==> config.mk <==
export PLATFORM = sky130hd
export DESIGN_NAME = axi4_lite_led_slave
export DESIGN_NICKNAME = d
export VERILOG_FILES = /design/src/rtl/axi4_lite_led_slave_pkg.sv /design/src/rtl/axi4_lite_slv_regs.sv /design/src/rtl/axi4_lite_led_slave.sv
export SDC_FILE = /design/constraint.sdc
export NUM_CORES = 1
export LEC_CHECK = 0
export ABC_AREA = 1
export BUFFER_PORTS_ARGS = -buffer_cell sky130_fd_sc_hd__buf_2
export CAP_MARGIN = 10
export CORE_ASPECT_RATIO = 2
export CORE_MARGIN = 5
export CORE_UTILIZATION = 56
export DETAILED_ROUTE_END_ITERATION = 10
export GPL_TIMING_DRIVEN = 0
export PLACE_DENSITY_LB_ADDON = 0.15
export SYNTH_ARGS = -nofsm -noshare
export SYNTH_HDL_FRONTEND = slang
export SYNTH_SLANG_ARGS = --single-unit
==> constraint.sdc <==
create_clock -name clk -period 2.18 [get_ports clk]
set_input_delay 0.218 -clock clk [delete_from_list [all_inputs] [get_ports clk]]
set_output_delay 0.218 -clock clk [all_outputs]
set_load 0.02 [all_outputs]
==> src/rtl/axi4_lite_led_slave_pkg.sv <==
// -----------------------------------------------------------------------------
// axi4_lite_led_slave_pkg
//   Shared definitions for the AXI4-Lite LED responder:
//   - AXI response codes (RESP_OKAY, RESP_SLVERR)
//   - register word offsets (addr[3:2]) REG_CTRL / REG_SCRATCH / REG_CYCLE / REG_ID
//   - write / read channel FSM state encodings
//   - strb_merge(): byte-lane merge of write data into an old register value
// -----------------------------------------------------------------------------
package axi4_lite_led_slave_pkg;

    localparam logic [1:0] RESP_OKAY   = 2'b00;
    localparam logic [1:0] RESP_SLVERR = 2'b10;

    localparam logic [1:0] REG_CTRL    = 2'd0;
    localparam logic [1:0] REG_SCRATCH = 2'd1;
    localparam logic [1:0] REG_CYCLE   = 2'd2;
    localparam logic [1:0] REG_ID      = 2'd3;

    typedef enum logic {
        W_IDLE = 1'b0,
        W_RESP = 1'b1
    } w_state_e;

    typedef enum logic {
        R_IDLE = 1'b0,
        R_DATA = 1'b1
    } r_state_e;

    // Replace each byte of old_val whose strobe bit is set.
    function automatic logic [31:0] strb_merge(input logic [31:0] old_val,
                                               input logic [31:0] new_val,
                                               input logic [3:0]  strb);
        logic [31:0] res;
        res = old_val;
        for (int b = 0; b < 4; b++) begin
            if (strb[b]) res[8*b +: 8] = new_val[8*b +: 8];
        end
        return res;
    endfunction

endpackage

==> src/rtl/axi4_lite_slv_regs.sv <==
// -----------------------------------------------------------------------------
// axi4_lite_slv_regs
//   Register bank behind the AXI4-Lite LED responder.
//   Ports:
//     clk, rst        clock, synchronous active-high reset
//     wr_en           commit one write this cycle (already decoded as a hit)
//     wr_sel          target word (addr[3:2])
//     wr_data/wr_strb write data and byte strobes
//     rd_sel          word selected by the read mux (addr[3:2])
//     rd_data         combinational read of the current register values
//     led             CTRL[0]
//   CYCLE counts every clock and wraps; CYCLE and ID ignore writes.
// -----------------------------------------------------------------------------
module axi4_lite_slv_regs
    import axi4_lite_led_slave_pkg::*;
#(
    parameter logic [31:0] ID_VALUE = 32'h5256_4C54
) (
    input  logic        clk,
    input  logic        rst,
    input  logic        wr_en,
    input  logic [1:0]  wr_sel,
    input  logic [31:0] wr_data,
    input  logic [3:0]  wr_strb,
    input  logic [1:0]  rd_sel,
    output logic [31:0] rd_data,
    output logic        led
);

    logic        ctrl_q,    ctrl_d;
    logic [31:0] scratch_q, scratch_d;
    logic [31:0] cycle_q,   cycle_d;

    // NOTE: every always_comb output gets a default first, so no path leaves it unassigned (no latch).
    always_comb begin
        ctrl_d    = ctrl_q;
        scratch_d = scratch_q;
        cycle_d   = cycle_q + 32'd1;
        if (wr_en) begin
            case (wr_sel)
                REG_CTRL:    if (wr_strb[0]) ctrl_d = wr_data[0];
                REG_SCRATCH: scratch_d = strb_merge(scratch_q, wr_data, wr_strb);
                default:     ;
            endcase
        end
    end

    // NOTE: sequential state uses non-blocking assignment so all flops sample pre-edge values.
    always_ff @(posedge clk) begin
        if (rst) begin
            ctrl_q    <= 1'b0;
            scratch_q <= '0;
            cycle_q   <= '0;
        end else begin
            ctrl_q    <= ctrl_d;
            scratch_q <= scratch_d;
            cycle_q   <= cycle_d;
        end
    end

    // Reads see the pre-edge values, so a same-cycle write is not visible yet.
    always_comb begin
        rd_data = '0;
        case (rd_sel)
            REG_CTRL:    rd_data = {31'd0, ctrl_q};
            REG_SCRATCH: rd_data = scratch_q;
            REG_CYCLE:   rd_data = cycle_q;
            REG_ID:      rd_data = ID_VALUE;
            default:     rd_data = '0;
        endcase
    end

    assign led = ctrl_q;

endmodule

==> src/rtl/axi4_lite_led_slave.sv <==
// -----------------------------------------------------------------------------
// axi4_lite_led_slave
//   AXI4-Lite responder with a 4-word register bank (CTRL, SCRATCH, CYCLE, ID)
//   driving the board LED from CTRL[0]. Write and read channels are independent,
//   one transaction outstanding each.
//   Ports:
//     clk, rst                 clock, synchronous active-high reset
//     s_aw*/s_w*/s_b*          AXI4-Lite write address / data / response
//     s_ar*/s_r*               AXI4-Lite read address / data
//     led                      CTRL[0]
//   Configuration macro AXI_SLVERR_EN: when defined, accesses outside
//   BASE_ADDR..BASE_ADDR+0xF answer SLVERR instead of OKAY.
// -----------------------------------------------------------------------------
module axi4_lite_led_slave
    import axi4_lite_led_slave_pkg::*;
#(
    parameter int                    ADDR_WIDTH = 32,
    parameter int                    DATA_WIDTH = 32,
    parameter logic [ADDR_WIDTH-1:0] BASE_ADDR  = 32'h0000_0000,
    parameter logic [31:0]           ID_VALUE   = 32'h5256_4C54
) (
    input  logic                    clk,
    input  logic                    rst,
    input  logic [ADDR_WIDTH-1:0]   s_awaddr,
    input  logic                    s_awvalid,
    output logic                    s_awready,
    input  logic [DATA_WIDTH-1:0]   s_wdata,
    input  logic [DATA_WIDTH/8-1:0] s_wstrb,
    input  logic                    s_wvalid,
    output logic                    s_wready,
    output logic [1:0]              s_bresp,
    output logic                    s_bvalid,
    input  logic                    s_bready,
    input  logic [ADDR_WIDTH-1:0]   s_araddr,
    input  logic                    s_arvalid,
    output logic                    s_arready,
    output logic [DATA_WIDTH-1:0]   s_rdata,
    output logic [1:0]              s_rresp,
    output logic                    s_rvalid,
    input  logic                    s_rready,
    output logic                    led
);

`ifdef AXI_SLVERR_EN
    localparam logic [1:0] UNMAPPED_RESP = RESP_SLVERR;
`else
    localparam logic [1:0] UNMAPPED_RESP = RESP_OKAY;
`endif

    w_state_e                  w_state_q,  w_state_d;
    logic                      aw_done_q,  aw_done_d;
    logic                      w_done_q,   w_done_d;
    logic [ADDR_WIDTH-1:0]     awaddr_q,   awaddr_d;
    logic [DATA_WIDTH-1:0]     wdata_q,    wdata_d;
    logic [DATA_WIDTH/8-1:0]   wstrb_q,    wstrb_d;
    logic [1:0]                bresp_q,    bresp_d;
    r_state_e                  r_state_q,  r_state_d;
    logic [DATA_WIDTH-1:0]     rdata_q,    rdata_d;
    logic [1:0]                rresp_q,    rresp_d;

    logic                      aw_hs, w_hs, ar_hs;
    logic [ADDR_WIDTH-1:0]     wr_addr;
    logic [DATA_WIDTH-1:0]     wr_data;
    logic [DATA_WIDTH/8-1:0]   wr_strb;
    logic                      wr_hit, wr_commit, rd_hit;
    logic [31:0]               reg_rdata;
    logic                      unused_addr_lsbs;

    // State register.
    always_ff @(posedge clk) begin
        if (rst) begin
            w_state_q <= W_IDLE;
            aw_done_q <= 1'b0;
            w_done_q  <= 1'b0;
            awaddr_q  <= '0;
            wdata_q   <= '0;
            wstrb_q   <= '0;
            bresp_q   <= RESP_OKAY;
            r_state_q <= R_IDLE;
            rdata_q   <= '0;
            rresp_q   <= RESP_OKAY;
        end else begin
            w_state_q <= w_state_d;
            aw_done_q <= aw_done_d;
            w_done_q  <= w_done_d;
            awaddr_q  <= awaddr_d;
            wdata_q   <= wdata_d;
            wstrb_q   <= wstrb_d;
            bresp_q   <= bresp_d;
            r_state_q <= r_state_d;
            rdata_q   <= rdata_d;
            rresp_q   <= rresp_d;
        end
    end

    // Handshakes; ready depends only on registered state, so no comb loop.
    assign aw_hs = s_awvalid & s_awready;
    assign w_hs  = s_wvalid  & s_wready;
    assign ar_hs = s_arvalid & s_arready;

    // The write commits on the edge where the second of AW/W arrives, using
    // either the latched copy or the value on the bus this cycle.
    assign wr_addr   = aw_done_q ? awaddr_q : s_awaddr;
    assign wr_data   = w_done_q  ? wdata_q  : s_wdata;
    assign wr_strb   = w_done_q  ? wstrb_q  : s_wstrb;
    assign wr_hit    = (wr_addr[ADDR_WIDTH-1:4]  == BASE_ADDR[ADDR_WIDTH-1:4]);
    assign rd_hit    = (s_araddr[ADDR_WIDTH-1:4] == BASE_ADDR[ADDR_WIDTH-1:4]);
    assign wr_commit = (w_state_q == W_IDLE) && (aw_done_q || aw_hs) && (w_done_q || w_hs);

    assign unused_addr_lsbs = ^{wr_addr[1:0], s_araddr[1:0]};

    // Next-state logic.
    always_comb begin
        w_state_d = w_state_q;
        aw_done_d = aw_done_q;
        w_done_d  = w_done_q;
        awaddr_d  = awaddr_q;
        wdata_d   = wdata_q;
        wstrb_d   = wstrb_q;
        bresp_d   = bresp_q;
        r_state_d = r_state_q;
        rdata_d   = rdata_q;
        rresp_d   = rresp_q;

        if (aw_hs) begin
            aw_done_d = 1'b1;
            awaddr_d  = s_awaddr;
        end
        if (w_hs) begin
            w_done_d = 1'b1;
            wdata_d  = s_wdata;
            wstrb_d  = s_wstrb;
        end

        case (w_state_q)
            W_IDLE: begin
                if (wr_commit) begin
                    w_state_d = W_RESP;
                    // Readies stay low through W_RESP via the state, so the
                    // latched flags can be cleared right away.
                    aw_done_d = 1'b0;
                    w_done_d  = 1'b0;
                    bresp_d   = wr_hit ? RESP_OKAY : UNMAPPED_RESP;
                end
            end
            W_RESP: begin
                if (s_bready) w_state_d = W_IDLE;
            end
            default: w_state_d = W_IDLE;
        endcase

        case (r_state_q)
            R_IDLE: begin
                if (ar_hs) begin
                    r_state_d = R_DATA;
                    rdata_d   = rd_hit ? reg_rdata : '0;
                    rresp_d   = rd_hit ? RESP_OKAY : UNMAPPED_RESP;
                end
            end
            R_DATA: begin
                if (s_rready) r_state_d = R_IDLE;
            end
            default: r_state_d = R_IDLE;
        endcase
    end

    // Output logic.
    always_comb begin
        s_awready = (w_state_q == W_IDLE) && !aw_done_q;
        s_wready  = (w_state_q == W_IDLE) && !w_done_q;
        s_bvalid  = (w_state_q == W_RESP);
        s_bresp   = bresp_q;
        s_arready = (r_state_q == R_IDLE);
        s_rvalid  = (r_state_q == R_DATA);
        s_rdata   = rdata_q;
        s_rresp   = rresp_q;
    end

    axi4_lite_slv_regs #(
        .ID_VALUE (ID_VALUE)
    ) u_regs (
        .clk     (clk),
        .rst     (rst),
        .wr_en   (wr_commit && wr_hit),
        .wr_sel  (wr_addr[3:2]),
        .wr_data (wr_data),
        .wr_strb (wr_strb),
        .rd_sel  (s_araddr[3:2]),
        .rd_data (reg_rdata),
        .led     (led)
    );

endmodule

==> metrics.md, run 1 <==
| Metric | Value |
|---|---|
| Outcome | `completed` |
| Vias in the first global route | `8,370` |
| Power Density | `790 nW/µm²` |
| Clock transition at the registers of the reported paths | `0.07 ns` |
| Final cell count without fillers | `1,568` |
| Reg-to-Reg Start | `aw_done_q` |
| Hold path depth | `3` |
| Syn-to-layout area delta | `19.4%` |
| Setup Fix Bufs, Post-CTS | `0` |
| DRT Pass-1 Iters | `8` |
| CP max stage cell | `dfxtp_1` |
| Final nets | `1,474` |
| Static leakage | `4.19 nW` |
| Count leader, synth | `nor2_1` |
| FF+latch area | `3340 µm²` |
| DR top layer | `met4` |
| Met3 WL | `1.34 mm` |
| Async set or reset register ratio after synthesis | `0` |
| Most frequent cells after synthesis | `nor2_1 (262), nand2_1 (247), dfxtp_1 (167), o21ai_0 (125), inv_1 (103)` |
| Routed vias/inst | `5.32` |
| Critical-path cell list | `buf_4, nand3_1, o21ai_1, nand2_1, inv_1, nand3_2, nor2_1, nor2_1` |
| Sinks on Clock Net | `167` |
| Total number of H-tree levels | `4` |
| Post-route ant nets | `0` |
| Total congestion overflow | `0` |
| Register area share after synthesis | `0.420` |
| Main area contributors after synthesis | `dfxtp_1 (42%), nor2_1 (12%), nand2_1 (12%)` |
| Tightest Pin Transition | `0.794 ns` |
| Critical Path RT | `2.50 ns` |
| Clk_lat worst skew | `0.44 ns` |
| Routed WL | `26.8 mm` |
| Worst Clk Skew | `0.0147 ns` |
| Crit. End Element | `flip-flop` |
| Wire per inst | `17.1 µm` |
| R2R Path End | `u_regs.scratch_q[30]` |
| Critical path launch point type | `flip-flop` |
| Syn Inst Count | `1,205` |
| Main flop type after synthesis | `dfxtp_1` |
| WHS | `0.0398 ns` |
| Hold crit path type | `in2reg` |
| DIE HEIGHT | `179 µm` |
| Post-route DRC | `0` |
| Synth area leader | `dfxtp_1` |
| Max clock buf depth | `2` |
| Core Box Area | `14,000 µm²` |
| Hold path startpoint | `s_wdata[2]` |
| Yosys reg bits | `167` |
| Data arrival, critical path | `2.37 ns` |
| Synth top area share | `0.420` |
| Peak supply drop | `0.543 mV` |
| Crit-path max FO | `10` |
| DIE AREA | `16,800 µm²` |
| Post-layout min period | `2.05 ns` |
| Unrepaired setup endpoints after global routing | `no` |
| CTS Buf Count | `17` |
| Netlist cell types | `36` |
| Wire length of the first global-routing pass | `41.9 mm` |
| Starting Density | `0.569` |
| Max Cap Violations | `0` |
| Filler cells | `1,382` |
| Setup CP Type | `reg2reg` |
| Cell mode on critical path | `nor2_1` |
| Reg2reg setup slack | `0.13 ns` |
| Met1 WL | `8.79 mm` |
| DR iter-0 viols | `417` |
| GP Congestion | `0.959` |
| Setup violators final | `0` |
| Port bufs | `139` |
| Initial antenna violation count | `0` |
| Layout cells sized above 1 | `0.150` |
| Synthesis warning total | `0` |
| IO Count | `149` |
| Slew HR | `0.471` |
| Slowest Stage Delay on Critical Path | `0.52 ns` |
| Post-synth EDFFs | `0` |
| Footprint of the multi-input gates | `3950 µm²` |
| Pin count of the biggest net entering global routing | `17` |
| Max frequency | `488 MHz` |
| Synth Cell Area | `7950 µm²` |
| CTS tree | `yes` |
| Fin crit share | `0.939` |
| Hold EP | `wdata_q[2]` |
| Hold Violations, Final | `0` |
| Ant. Diodes | `0` |
| Max Slew Vio Count | `0` |
| DR WL met2 | `14.3 mm` |
| Worst r2r path cells | `8` |
| Placed insts | `1,536` |
| CTS root buffer | `clkbuf_16` |
| Dpl hpwl | `21.3 mm` |
| Gr usage total | `0.330` |
| TNS Setup | `0 ns` |
| Vias | `8,347` |
| DIE WIDTH | `94.3 µm` |
| Core Rows | `61` |
| Mapped Avg Cell Area | `6.60 µm²` |
| Final core occ | `0.680` |
-- worst max-delay path: cells and delay by family (launching register included) --
family	cells	cell delay [ns]
buf+inv	2	0.47
simple gates	5	0.70
flops	1	0.52
compound gates	1	0.23
-- routing by layer --
metal  vias up  track usage
met5         -            0
met4         0        0.274
met1      3704        0.298
met2       316        0.620
li1       4208            -
met3       119       0.0511
-- area by class of cell --
type | instances | share of cell area
Clock buffer | 19 | 0.0466
Timing Repair Buffer | 139 | 0.0732
Sequential cell | 167 | 0.352
Clock inverter | 13 | 0.0167
Buffer | 63 | 0.0291
Multi-Input combinational cell | 872 | 0.416
Tap cell | 189 | 0.0249
Inverter | 106 | 0.0419
-- sequential cells by signal, indices dropped and copies added, names as in the netlist, 4 cells and up --
register / count
u_regs.scratch_q: 32
wdata_q: 32
s_rdata: 32
awaddr_q: 30
wstrb_q: 4
u_regs.cycle_q: 32
-- report_power, final --
| part | total [mW] | internal, mW | switching, mW |
|---|---|---|---|
| combinational | 1.03 | 0.339 | 0.695 |
| sequential | 3.34 | 3.24 | 0.104 |
| clock | 3.13 | 1.76 | 1.38 |
-- worst max path at each step --
| stage | slack, ns | start | depth (start not counted) | end |
|---|---|---|---|---|
| 4_1_cts | 0.06 | aw_done_q | 8 | u_regs.scratch_q[30] |
| 6_report | 0.13 | aw_done_q | 8 | u_regs.scratch_q[30] |
| 5_1_grt | 0.05 | aw_done_q | 8 | u_regs.scratch_q[25] |
| 3_3_place_gp | 0.08 | rst | 6 | awaddr_q[25] |
| 2_1_floorplan | 0.63 | w_done_q | 6 | wdata_q[1] |
| 3_5_place_dp | 0.05 | rst | 6 | awaddr_q[25] |
-- stage by stage --
stage | instance area, µm² | setup WS [ns] | power, mW
after floorplan | 7970 | 0.631 | 4.03
final | 9500 | 0.132 | 7.51
after global placement | 8900 | 0.0764 | 4.42
after CTS | 9500 | 0.0632 | 7.51
after detailed placement | 8900 | 0.0494 | 4.43
after global routing | 9500 | 0.0544 | 7.78
-- cells by family after synthesis --
| family | after synthesis | share of synthesized area |
|---|---|---|
| buffers and inverters | 169 | 0.0848 |
| AO/OA/AOI/OAI | 234 | 0.157 |
| adder cells (fa/ha/maj) | 1 | 0.00157 |
| flip-flops | 167 | 0.420 |
| other | 1 | 0.000471 |
| AND/OR/NAND/NOR | 629 | 0.331 |
| XOR/XNOR | 4 | 0.00440 |
-- cells in the final DEF, fill, tap and decap left out, types with 2 or more instances in the layout --
cell type	instances
nand2_2	4
clkbuf_1	45
xor2_1	4
inv_8	2
nand4_2	4
bufinv_16	2
buf_4	5
buf_1	2
o21ai_0	124
conb_1	4
nand4_1	8
nor3b_1	2
nor2_1	262
a21boi_0	4
a21oi_1	72
nor2_4	2
nand2_1	247
inv_6	5
inv_1	103
o221ai_1	11
dfxtp_1	167
nand3_1	62
nand3_2	6
clkbuf_16	17
nor3_2	2
clkinvlp_4	2
nor3_1	18
o21ai_1	3
clkinv_4	2
nor4_1	6
nand3b_1	4
clkinv_1	2
o22ai_1	17
buf_2	150
-- repair_timing --
action	in CTS	in global routing
gates resized for setup	0	1
hold buffers	0	0
endpoints found under the setup margin	0	9
Power figures use the tool's default switching activity.
==> run 2, diff against run 1 <==
- CORE_UTILIZATION: 56 -> 50
- SLEW_MARGIN: unset -> 20
- SYNTH_HIERARCHICAL: unset -> 1
==> run 2 against run 1 <==
Against the previous run:
- first-iteration DRC count down 31%
- routed wire length is 16% lower
- core utilization decreased by 8.0 points
- sequential power about the same
- total power shrank 3.6%
- fmax up 5.9%
- synthesized cell count fell by 2.1%
- via count fell by 6.5%
- global-route usage fell by 8.5 points
- largest cell class unchanged
- largest power group unchanged
==> metrics.md, run 2 <==
| Metric | Value |
|---|---|
| Most common cell after layout, fill and taps aside | `nor2_1` |
| Outcome | `completed` |
| Post-route DRC | `0 (unchanged)` |
| Synth Cell Area | `7900 µm² (-0.74%)` |
| Placed insts | `1,522 (-0.91%)` |
| PnR worst setup slack | `0.247 ns (+0.114 ns)` |
| Register area share after synthesis | `0.423 (+0.00313)` |
| Wire per inst | `14.4 µm (-16%)` |
| Post-layout min period | `1.93 ns (-0.114 ns)` |
| Most frequent cells after synthesis | `nor2_1 (304), nand2_1 (230), dfxtp_1 (167), o21ai_0 (137)` |
| Count leader, synth | `nor2_1` |
| CTS Buf Count | `17 (unchanged)` |
| Synth area leader | `dfxtp_1` |
| Static leakage | `4.17 nW (-0.37%)` |
| Setup Fix Bufs, Post-CTS | `0 (unchanged)` |
| DRT Pass-1 Iters | `4 (-4)` |
| Starting Density | `0.503 (-0.0665)` |
| DR iter-0 viols | `288 (-31%)` |
| WHS | `0.0418 ns (+0.00202 ns)` |
| Critical Path RT | `2.55 ns (+0.05 ns)` |
| Most frequent cells in the layout | `nor2_1 (304), nand2_1 (229), dfxtp_1 (166), buf_2 (155), o21ai_0 (137)` |
| Crit. End Element | `flip-flop` |
| Clk_lat worst skew | `0.43 ns (about the same)` |
| Data arrival, critical path | `2.30 ns (-0.07 ns)` |
| Post-synth EDFFs | `0 (unchanged)` |
| Syn-to-layout area delta | `19.3% (about the same)` |
| DIE HEIGHT | `188 µm (+5.1%)` |
| Netlist cell types | `36 (unchanged)` |
| Ant. Diodes | `0 (unchanged)` |
| Synth top area share | `0.423 (+0.00313)` |
| Total number of H-tree levels | `4 (unchanged)` |
| Initial antenna violation count | `0 (unchanged)` |
| Yosys reg bits | `167 (unchanged)` |
| Post-route ant nets | `0 (unchanged)` |
| Final cell count without fillers | `1,554 (-0.89%)` |
| Worst Clk Skew | `0.00993 ns (-0.00474 ns)` |
| Wire length of the first global-routing pass | `36.2 mm (-14%)` |
| Dpl cell area | `8850 µm² (-0.55%)` |
| Async set or reset register ratio after synthesis | `0 (unchanged)` |
| GRT busiest layer | `met2` |
| Vias | `7,806 (-6.5%)` |
| Hold crit path type | `in2reg` |
| CTS root buffer | `clkbuf_16` |
| Pre-CTS setup slack | `0.0524 ns (+0.00298 ns)` |
| Peak supply drop | `0.622 mV (+14%)` |
| Synthesis warning total | `6 (+6)` |
| Grt met2 use | `0.491 (-0.129)` |
| Power Density | `768 nW/µm² (-2.8%)` |
| Total congestion overflow | `0 (unchanged)` |
| Sinks on Clock Net | `167 (unchanged)` |
| Core Box Area | `15,700 µm² (+12%)` |
| Fin crit share | `0.887 (-0.0524)` |
| Dpl hpwl | `17.9 mm (-16%)` |
| Max clock buf depth | `2 (unchanged)` |
| Routed vias/inst | `5.02 (-5.6%)` |
| Critical path launch point type | `flip-flop` |
| Main flop type after synthesis | `dfxtp_1` |
| Gr usage total | `0.245 (-0.0847)` |
| Port bufs | `138 (-0.72%)` |
| Final nets | `1,448 (-1.8%)` |
| IO Count | `149 (unchanged)` |
| Core Rows | `65 (+6.6%)` |
| Setup CP Type | `reg2reg` |
| Slew HR | `0.552 (+0.0812)` |
| Syn Inst Count | `1,180 (-2.1%)` |
| Met1 usage | `0.219 (-0.0789)` |
| Main area contributors after synthesis | `dfxtp_1 (42%), nor2_1 (14%), nand2_1 (11%)` |
| Max Cap Violations | `0 (unchanged)` |
| Tightest Pin Transition | `0.672 ns (-0.122 ns)` |
| Hold Violations, Final | `0 (unchanged)` |
| Vias in the first global route | `7,636 (-8.8%)` |
| DIE WIDTH | `98.9 µm (+4.9%)` |
| Filler cells | `1,589 (+15%)` |
| Max Slew Vio Count | `0 (unchanged)` |
| Setup violators final | `0 (unchanged)` |
| Post-route cell area | `9420 µm² (-0.82%)` |
| TNS Setup | `0 ns (unchanged)` |
| Final core occ | `0.600 (-0.0799)` |
| Mapped Avg Cell Area | `6.69 µm² (+1.4%)` |
| Pin count of the biggest net entering global routing | `17 (unchanged)` |
| CTS tree | `yes` |
| Max frequency | `517 MHz (+5.9%)` |
| DIE AREA | `18,600 µm² (+10%)` |
| Unrepaired setup endpoints after global routing | `no` |
| GP Congestion | `0.926 (-3.4%)` |
| Routed WL | `22.4 mm (-16%)` |
| GR Layer Usage met3 | `0.0506 (-0.000443)` |
| Layout cells sized above 1 | `0.188 (+0.0376)` |
| Crit-path max FO | `10 (unchanged)` |
| Clock transition at the registers of the reported paths | `0.07 ns (about the same)` |
| Final total power | `7.24 mW (-3.6%)` |
-- run 2: cell type report --
class | instances | area, µm² | area share
Buffer | 63 | 335 | 0.0356
Sequential cell | 167 | 3340 | 0.355
Clock buffer | 19 | 443 | 0.0470
Tap cell | 201 | 251 | 0.0267
Clock inverter | 13 | 124 | 0.0131
Timing Repair Buffer | 138 | 691 | 0.0733
Inverter | 63 | 236 | 0.0251
Multi-Input combinational cell | 890 | 4000 | 0.424
-- run 2: final timing paths --
check | startpoint | to | slack, ns | cells past startpoint
min | s_wdata[17] | wdata_q[17] | 0.04 | 3
max reg2reg | w_done_q | u_regs/scratch_q[15] | 0.25 | 13
min reg2reg | u_regs/cycle_q[0] | u_regs/cycle_q[0] | 0.45 | 1
max | w_done_q | u_regs/scratch_q[15] | 0.25 | 13
-- run 2: cell families after synthesis --
kind of cell,after synthesis,share of synthesized area
and+or+nand+nor,658,0.356
AOI/OAI and AO/OA,226,0.145
DFF,167,0.423
buffers and inverters,126,0.0721
muxes,1,0.00127
adders and majority gates,1,0.00158
other,1,0.000475
-- run 2: where the power goes --
group | total (mW) | switching (mW) | internal (mW)
Clock | 2.90 | 1.28 | 1.61
Sequential | 3.34 | 0.0971 | 3.25
Combinational | 1.00 | 0.649 | 0.352
Total | 7.24 | 2.03 | 5.21
-- run 2: worst max-delay path, stage by stage (launching register included) --
cell	delay, ns
dfxtp_1	0.35
buf_2	0.25
inv_2	0.15
nand2_1	0.11
nand2_1	0.05
inv_1	0.10
nand2_1	0.08
nor2_1	0.12
nand2_1	0.08
inv_2	0.11
nand2_2	0.14
inv_2	0.18
nor2_1	0.06
nor2_1	0.10
-- run 2: routing by layer --
layer,vias up,part of all wire
met5,-,0
met4,0,0.046
met3,62,0.043
met2,192,0.58
met1,3443,0.33
li1,4109,-
-- run 2: what timing repair did --
| action | 4_1_cts | 5_1_grt |
|---|---|---|
| hold buffers | 0 | 0 |
| setup endpoints to repair | 0 | 12 |
| resized for setup | 0 | 7 |
==> run 3, diff against run 2 <==
- CORE_UTILIZATION: 50 -> 30
==> run 3 against run 2 <==
Against the previous run:
- final cell count up 9.1%
- clock power about the same
- global-route usage down 7.2 points
- critical endpoint is now u_regs/scratch_q[13]
==> metrics.md, run 3 (same netlist as run 2, synthesis figures left out) <==
| Metric | Value |
|---|---|
| Gr usage total | `0.173 (-0.0720)` |
| Max clock buf depth | `2 (unchanged)` |
| DIE AREA | `29,900 µm² (+61%)` |
| Post-layout min period | `1.94 ns (+0.0112 ns)` |
| Reg2reg setup slack | `0.24 ns (about the same)` |
| Final nets | `1,448 (unchanged)` |
| Setup CP Type | `reg2reg` |
| Layout cells sized above 1 | `0.184 (-0.00416)` |
| Wire per inst | `15.2 µm (+5.5%)` |
| PnR worst setup slack | `0.235 ns (-0.0112 ns)` |
| Total congestion overflow | `0 (unchanged)` |
| Max Slew Vio Count | `0 (unchanged)` |
| Post-route DRC | `0 (unchanged)` |
| Worst r2r path cells | `12 (-1)` |
| TNS Setup | `0 ns (unchanged)` |
| DR iter-0 viols | `273 (-5.2%)` |
| Unrepaired setup endpoints after global routing | `yes` |
| Initial antenna violation count | `2 (+2)` |
| Final total power | `7.27 mW (+0.46%)` |
| Pre-CTS setup slack | `-0.169 ns (-0.222 ns)` |
| Max frequency | `514 MHz (-0.58%)` |
| CTS root buffer | `clkbuf_16` |
| Hold path startpoint | `s_awaddr[13]` |
| Sinks on Clock Net | `167 (unchanged)` |
| DIE HEIGHT | `239 µm (+28%)` |
| Routed vias/inst | `4.58 (-8.8%)` |
| Dpl cell area | `9030 µm² (+2.0%)` |
| DRT Pass-1 Iters | `5 (+1)` |
| Syn-to-layout area delta | `21.5%` |
| Routed WL | `25.8 mm (+15%)` |
| CTS tree | `yes` |
| Outcome | `completed` |
| Max Cap Violations | `0 (unchanged)` |
| Slew HR | `0.532 (-0.0198)` |
| Hold-fix buffers, CTS | `0 (unchanged)` |
| Total number of H-tree levels | `4 (unchanged)` |
| Wire length of the first global-routing pass | `40.2 mm (+11%)` |
| Fin crit share | `0.892 (+0.00515)` |
| Critical path launch point type | `flip-flop` |
| Hold Violations, Final | `0 (unchanged)` |
| Port bufs | `138 (unchanged)` |
| R2R Path End | `u_regs/scratch_q[13]` |
| Peak supply drop | `0.515 mV (-17%)` |
| CTS Buf Count | `17 (unchanged)` |
| Post-route cell area | `9600 µm² (+1.8%)` |
| Crit-path max FO | `10 (unchanged)` |
| GP Congestion | `0.861 (-7.0%)` |
| Setup violators final | `0 (unchanged)` |
| Power Density | `758 nW/µm² (-1.4%)` |
| Clock transition at the registers of the reported paths | `0.06 ns (about the same)` |
| Hold path depth | `3 (unchanged)` |
| IO Count | `149 (unchanged)` |
| Hold crit path type | `in2reg` |
| Tightest Pin Transition | `0.702 ns (+0.0297 ns)` |
| WHS | `0.0439 ns (+0.00207 ns)` |
| Most frequent cells in the layout | `nor2_1 (304), nand2_1 (229), dfxtp_1 (166), buf_2 (155), o21ai_0 (136)` |
| Crit. End Element | `flip-flop` |
| Core Box Area | `26,200 µm² (+67%)` |
| Pin count of the biggest net entering global routing | `17 (unchanged)` |
| Reg-to-Reg Start | `w_done_q` |
| Static leakage | `4.17 nW (about the same)` |
| Vias | `7,767 (-0.50%)` |
| Final cell count without fillers | `1,695 (+9.1%)` |
| Dpl hpwl | `21.0 mm (+17%)` |
| Starting Density | `0.302 (-0.201)` |
| Placed insts | `1,665 (+9.4%)` |
| Ant. Diodes | `0 (unchanged)` |
| Worst Clk Skew | `0.00675 ns (-0.00318 ns)` |
| Clk_lat worst skew | `0.44 ns (about the same)` |
| Critical Path RT | `2.51 ns (-0.04 ns)` |
| Most common cell after layout, fill and taps aside | `nor2_1` |
| Post-route ant nets | `0 (unchanged)` |
| Core Rows | `84 (+29%)` |
| Final core occ | `0.367 (-0.234)` |
| Vias in the first global route | `7,810 (+2.3%)` |
| Data arrival, critical path | `2.27 ns (-0.03 ns)` |
| DIE WIDTH | `125 µm (+26%)` |
| Hold EP | `awaddr_q[13]` |
==> run 3: cell count changes in the layout (fill, tap and decap cells not counted), sizes merged <==
cell | before | now
clkbuf | 53 | 61
clkinvlp | 3 | 0
inv | 64 | 61
clkinv | 8 | 4
==> run 3: how the worst max path moves through the flow <==
stage,startpoint,to,depth (start not counted)
6_report,w_done_q,u_regs/scratch_q[13],12
5_1_grt,s_bvalid,u_regs/scratch_q[15],13
4_1_cts,w_done_q,u_regs/scratch_q[2],11
3_5_place_dp,aw_done_q,u_regs/scratch_q[5],12
3_3_place_gp,aw_done_q,u_regs/scratch_q[6],12
2_1_floorplan,s_bvalid,u_regs/scratch_q[4],14
==> run 3: report_power, final <==
group          switching (mW)  internal [mW]
clock network            1.19           1.71
registers               0.100           3.25
logic                   0.669          0.352
==> run 3: worst max-delay path: stages, from the launching register on <==
cell	delay (ns)
dfxtp_1	0.34
buf_2	0.25
inv_2	0.15
nand2_1	0.11
nand2_1	0.05
inv_1	0.11
nand2_1	0.06
nor2_1	0.13
nand2_1	0.09
inv_2	0.11
nand2_2	0.15
o21ai_0	0.21
nor2_1	0.05
==> run 3: what timing repair did <==
| item | CTS | global route |
|---|---|---|
| pin swaps | 0 | 0 |
| gates resized for setup | 2 | 7 |
| setup endpoints to repair | 32 | 31 |
| endpoints found under the hold margin | 0 | 0 |
| setup buffers | 0 | 0 |
==> run 3: metal layers <==
| metal | vias to the layer above | track usage | share of wire |
|---|---|---|---|
| met4 | 4 | 0.0934 | 0.041 |
| met5 | - | 0 | 0.00054 |
| met3 | 50 | 0.0364 | 0.037 |
| met2 | 146 | 0.356 | 0.58 |
| li1 | 4099 | - | - |
| met1 | 3468 | 0.152 | 0.34 |
==> run 3: area by class of cell <==
cell class / instances / area [µm²]
Clock inverter: 3 / 40.0
Clock buffer: 27 / 513
Multi-Input combinational cell: 890 / 4000
Timing Repair Buffer: 138 / 691
Sequential cell: 167 / 3340
Inverter: 63 / 241
Buffer: 63 / 334
Tap cell: 344 / 430
Fill cell: 2953 / 16600
